File: config.mk
export PLATFORM = sky130hd
export DESIGN_NAME = herloa_err_eval
export DESIGN_NICKNAME = d
export VERILOG_FILES = /design/src/rtl/herloa_err_eval.sv
export SDC_FILE = /design/constraint.sdc
export NUM_CORES = 1
export LEC_CHECK = 0
export BUFFER_PORTS_ARGS = -buffer_cell sky130_fd_sc_hd__buf_2
export CORE_MARGIN = 3
export CORE_UTILIZATION = 45
export CTS_BUF_LIST = sky130_fd_sc_hd__clkbuf_4 sky130_fd_sc_hd__clkbuf_8 sky130_fd_sc_hd__clkbuf_16
export CTS_CLUSTER_DIAMETER = 150
export DETAILED_ROUTE_END_ITERATION = 16
export PLACE_DENSITY_LB_ADDON = 0.15
export SYNTH_ARGS = -nofsm -noshare
export SYNTH_HDL_FRONTEND = slang
export SYNTH_HIERARCHICAL = 1
export SYNTH_SLANG_ARGS = --single-unit
File: constraint.sdc
create_clock -name clk -period 7.11 [get_ports clk]
set_input_delay 0.711 -clock clk [delete_from_list [all_inputs] [get_ports clk]]
set_output_delay 0.711 -clock clk [all_outputs]
set_load 0.1 [all_outputs]
File: src/rtl/herloa_err_eval.sv
// HERLOA error-characterisation engine: drives a HERLOA #(N,K) and an exact adder with LFSR
// operands and accumulates error count, sum and max of |approx - exact|. HERLOA_EVAL_SQ_EN adds sum_sq_ed.

// HERLOA #(N,K) approximate adder (requires 2 <= K < N).
// Bit K-1 is XOR patched with the AND of bit K-2; when bit K-1 generates, that carry feeds the
// upper part and the lower K-1 bits are forced high; otherwise they are plain OR.
module herloa #(
  parameter int unsigned N = 16,
  parameter int unsigned K = 12
) (
  input  logic [N-1:0] a,
  input  logic [N-1:0] b,
  output logic [N-1:0] s
);

  logic g;

  always_comb begin
    g          = a[K-1] & b[K-1];
    s[N-1:K]   = a[N-1:K] + b[N-1:K] + (N-K)'(g);
    s[K-1]     = (a[K-1] ^ b[K-1]) | (a[K-2] & b[K-2]);
    s[K-2:0]   = a[K-2:0] | b[K-2:0] | {(K-1){g}};
  end

endmodule

module herloa_err_eval #(
  parameter int unsigned N     = 16,
  parameter int unsigned K     = 12,
  parameter int unsigned CNT_W = 24,
  parameter logic [31:0] SEED  = 32'hACE1_2345
) (
  input  logic                 clk,
  input  logic                 rst,
  input  logic                 start,
  input  logic [CNT_W-1:0]     num_samples,
  output logic                 busy,
  output logic                 done,
  output logic [CNT_W-1:0]     err_count,
  output logic [N+CNT_W-1:0]   sum_ed,
`ifdef HERLOA_EVAL_SQ_EN
  output logic [2*N+CNT_W-1:0] sum_sq_ed,
`endif
  output logic [N-1:0]         max_ed
);

  localparam logic [31:0] LfsrTaps = 32'h8020_0003;

  typedef enum logic [1:0] {StIdle, StRun, StDrain, StDone} state_e;

  state_e           state_q, state_d;
  logic [31:0]      lfsr_q, lfsr_d, lfsr_next;
  logic [CNT_W-1:0] remain_q, remain_d;
  logic [1:0]       drain_q, drain_d;
  logic             issue, clear;

  logic             s1_valid_q, s2_valid_q, s3_valid_q;
  logic [N-1:0]     x_q, y_q;
  logic [N-1:0]     exact_q, approx_q, approx_d;
  logic [N-1:0]     ed_q, ed_d;
  logic             mis_q;
`ifdef HERLOA_EVAL_SQ_EN
  logic [2*N-1:0]   ed_sq_q;
`endif

  assign lfsr_next = lfsr_q[0] ? ((lfsr_q >> 1) ^ LfsrTaps) : (lfsr_q >> 1);

  assign busy = (state_q == StRun) || (state_q == StDrain);
  assign done = (state_q == StDone);

  always_comb begin
    state_d  = state_q;
    lfsr_d   = lfsr_q;
    remain_d = remain_q;
    drain_d  = drain_q;
    issue    = 1'b0;
    clear    = 1'b0;
    unique case (state_q)
      StIdle: begin
        if (start) begin
          clear    = 1'b1;
          lfsr_d   = SEED;
          remain_d = num_samples;
          state_d  = (num_samples == '0) ? StDone : StRun;
        end
      end
      StRun: begin
        issue    = 1'b1;
        lfsr_d   = lfsr_next;
        remain_d = remain_q - CNT_W'(1);
        if (remain_q == CNT_W'(1)) begin
          state_d = StDrain;
          drain_d = 2'd0;
        end
      end
      StDrain: begin
        // Three cycles covers S2, S3 and the accumulate stage.
        drain_d = drain_q + 2'd1;
        if (drain_q == 2'd2) state_d = StDone;
      end
      StDone: state_d = StIdle;
      default: state_d = StIdle;
    endcase
  end

  always_ff @(posedge clk or posedge rst) begin
    if (rst) begin
      state_q  <= StIdle;
      lfsr_q   <= SEED;
      remain_q <= '0;
      drain_q  <= '0;
    end else begin
      state_q  <= state_d;
      lfsr_q   <= lfsr_d;
      remain_q <= remain_d;
      drain_q  <= drain_d;
    end
  end

  herloa #(
    .N(N),
    .K(K)
  ) u_herloa (
    .a(x_q),
    .b(y_q),
    .s(approx_d)
  );

  assign ed_d = (approx_q >= exact_q) ? (approx_q - exact_q) : (exact_q - approx_q);

  always_ff @(posedge clk or posedge rst) begin
    if (rst) begin
      s1_valid_q <= 1'b0;
      s2_valid_q <= 1'b0;
      s3_valid_q <= 1'b0;
      x_q        <= '0;
      y_q        <= '0;
      exact_q    <= '0;
      approx_q   <= '0;
      ed_q       <= '0;
      mis_q      <= 1'b0;
`ifdef HERLOA_EVAL_SQ_EN
      ed_sq_q    <= '0;
`endif
    end else begin
      s1_valid_q <= issue;
      s2_valid_q <= s1_valid_q;
      s3_valid_q <= s2_valid_q;
      if (issue) begin
        x_q <= lfsr_q[N-1:0];
        y_q <= lfsr_q[16+N-1:16];
      end
      if (s1_valid_q) begin
        exact_q  <= x_q + y_q;
        approx_q <= approx_d;
      end
      if (s2_valid_q) begin
        ed_q  <= ed_d;
        mis_q <= (approx_q != exact_q);
`ifdef HERLOA_EVAL_SQ_EN
        ed_sq_q <= (2*N)'(ed_d) * (2*N)'(ed_d);
`endif
      end
    end
  end

  always_ff @(posedge clk or posedge rst) begin
    if (rst) begin
      err_count <= '0;
      sum_ed    <= '0;
      max_ed    <= '0;
`ifdef HERLOA_EVAL_SQ_EN
      sum_sq_ed <= '0;
`endif
    end else if (clear) begin
      err_count <= '0;
      sum_ed    <= '0;
      max_ed    <= '0;
`ifdef HERLOA_EVAL_SQ_EN
      sum_sq_ed <= '0;
`endif
    end else if (s3_valid_q) begin
      if (mis_q && (err_count != '1)) err_count <= err_count + CNT_W'(1);
      sum_ed <= sum_ed + (N+CNT_W)'(ed_q);
      if (ed_q > max_ed) max_ed <= ed_q;
`ifdef HERLOA_EVAL_SQ_EN
      sum_sq_ed <= sum_sq_ed + (2*N+CNT_W)'(ed_sq_q);
`endif
    end
  end

endmodule

==> metrics.cfg <==
[run_status]
status = finished clean

[sta]
relSlewSlack_pct = 29.6
hold_violations = 0
fin_crit_sh_pct = 40.6
setup_violations = 0
tightest_slew_ns = 1.06
fin_crit_ns = 2.89
clock_skew_ns = 0.0159
tns_ns = 0
max_freq_mhz = 346
drv_slew = 0
grt_setup_unrepaired = false

[worst_setup_path]
endpoint = sum_ed[39]$_DFFE_PP0P_
arrival_ns = 3.34
crit_path_end_kind = flop
cp_max_fo = 10
r2r_cells = 8
regToRegSetupSlack_ns = 4.22
slowest_stage = a31oi_2
crit_type = reg -> reg
crit_path_frequent_cell = o21ai_0
r2r-end = sum_ed[39]$_DFFE_PP0P_
crit_required_ns = 7.56
critPathMaxStageDelay_ns = 0.54
r2r-start = ed_q[2]$_DFFE_PP0P_
cp.depth = 8
startpoint = ed_q[2]$_DFFE_PP0P_
path_buf_inv = 0
critPathLaunchType = flop
cp_cell_sequence = ha_1 > o21ai_0 > o21ai_0 > nand3_1 > a31oi_2 > o21ai_1 > or3_1 > a21oi_1
crit_family = compound AO/OA/AOI/OAI gates

[synth]
yosysWarnings = 6
ys.flop_type = dfrtp_1
synthArstFlopShare_pct = 100
synth_top_cell_area_share_pct = 38.8
synthCells = 1443
synth_edf_count = 0
syn_area_sq_um = 13500
synth_seq_cells = 224
synth.area.top_cells = dfrtp_1 39%, ha_1 8.2%, o21ai_0 4.4%, a21oi_1 4.2%, nor2_1 3.1%
synth_top_cell_by_area = dfrtp_1
synth_nets = 1565
ys_types = 86
ys_seq_area_share_pct = 41.6
syn_area_per_cell_sq_um = 9.38

[clock_tree]
ctsHoldBuffers = 0
clock_latency_ns = 0.54
path_clk_slew_ns = 0.06
clock_path_buffers = 3
cts_setup_buffers = 0
cts_sinks = 224
cts_max_level = 1
cts_buffers = 27
cts_tree = yes
ctsRootBufferMaster = clkbuf_16
post_cts_resized = 0

[route]
ant_nets = 0
first_pass_iters = 5
viasPerCell = 5.67
drt-initial-drc-count = 623
drt-total-wl_um = 31800
drc = 0
wl_per_cell_um = 16.5
num_vias = 10877

[placement]
dp.cells = 1871
io_buffers = 108
dp_hpwl_um = 22500
postPlaceCellArea_sq_um = 14300
gp_congestion = 0.864

[floorplanning]
rows = 62
dieWidth_um = 179
dieArea_sq_um = 32200
start_util_pct = 46.4
die_h_um = 179
io_pins = 109
core_area_sq_um = 29200

[global_route]
antenna_found_initial = 0
grt_pass1_wl_um = 52600
grt_pass1_vias = 10381
grt_max_degree = 121
grt_use_total_pct = 19.5
grt_overflow = 0

[hold_path]
hold_class = in -> async

[layout]
area_delta_synth_final_pct = 13.0
drive_above_1_share_pct = 15.5
nets = 1638
utilization_pct = 52.4
n_antenna_cell = 0
stdcell_count = 1920
design_area_sq_um = 15300
fill_cells = 2777

[job]
cap_violations = 0

## cell families (layout without fill, tap and decap cells)
group	after synthesis	count (layout)	synth area share (%)
flops	224	224	41.6
simple gates	410	410	15.4
xor+xnor	60	60	3.88
mux	58	58	4.61
compound gates	425	425	20.3
buf+inv	171	264	5.15
fa+ha+maj	95	95	9.12
## metal layers
layer / part of all wire [%] / up-vias / wire length, um / track usage, %
met5: 0 / - / 0 / 0
met4: 2.2 / 0 / 705 / 4.96
met3: 4.4 / 44 / 1400 / 2.49
met2: 47 / 225 / 14800 / 31.7
met1: 47 / 5224 / 14900 / 27.8
li1: - / 5384 / - / -
## area by class of cell
class	instances	area, sq um	area share, %
clock buffers	37	782	5.11
multi-input cells	1048	7230	47.3
flip-flops and latches	224	5620	36.8
inverters	97	372	2.43
well taps	384	480	3.14
clock inverters	12	189	1.24
repair buffers	118	616	4.03
## state kept, by name (all words and copies together) (netlist names), 2 cells and up
signal,cells
x_q,16
lfsr_q,32
approx_q,16
state_q,2
max_ed,16
exact_q,16
y_q,16
drain_q,2
err_count,24
sum_ed,40
ed_q,16
remain_q,24
## how the worst min path moves through the flow
stage,endpoint,slack (ns),depth (start not counted),from
after floorplan,s2_valid_q$_DFF_PP0_,0.35,0,s1_valid_q$_DFF_PP0_
after detailed placement,drain_q[1]$_DFFE_PP0P_,0.48,2,drain_q[1]$_DFFE_PP0P_
after global placement,drain_q[1]$_DFFE_PP0P_,0.47,2,drain_q[1]$_DFFE_PP0P_
after global routing,x_q[0]$_DFFE_PP0P_,0.36,2,rst
final,x_q[0]$_DFFE_PP0P_,0.27,2,rst
after CTS,x_q[2]$_DFFE_PP0P_,0.37,2,rst
## through the flow
step	hold slack, ns	setup WS, ns
6_report	0.266	4.22
3_3_place_gp	0.469	4.37
5_1_grt	0.357	4.00
4_1_cts	0.372	4.22
2_1_floorplan	0.352	0.288
3_5_place_dp	0.483	4.26
## Yosys cell counts, types with 3 or more instances
cell type	count
nand4_1	23
o22a_1	14
dfrtp_1	210
clkbuf_1	43
a21oi_1	114
o21ai_0	118
dfstp_2	14
nand2_1	79
buf_6	3
o22ai_1	7
o31ai_1	12
or4_1	11
a22oi_1	3
nor4_1	9
o2111ai_1	10
buf_1	10
a211oi_1	14
o211ai_1	5
nand3_1	56
xnor2_1	30
nand3b_1	3
fa_1	6
a31oi_1	16
nor2b_1	10
o21a_1	12
buf_2	12
a21o_1	27
nor3_1	16
ha_1	89
xor2_1	30
o21bai_1	5
nand2b_1	13
mux2i_1	24
and4_1	8
inv_1	96
or3_1	33
nor2_1	110
buf_4	4
mux2_2	34
and2_1	11
o21ai_1	10
a22o_1	18
and3_1	14
## cells in the final DEF, fill, tap and decap left out, types with 27 or more instances in the layout
cell	n
clkbuf_16	27
xnor2_1	30
ha_1	88
o21ai_0	117
mux2_2	34
a21o_1	27
dfrtp_1	210
xor2_1	30
buf_2	108
a21oi_1	114
or3_1	33
nor2_1	110
inv_1	95
nand3_1	56
nand2_1	79
Power is left out: the tool's default activity adds up to more than one toggle a clock period on the data nets, which glitch-free logic cannot reach.
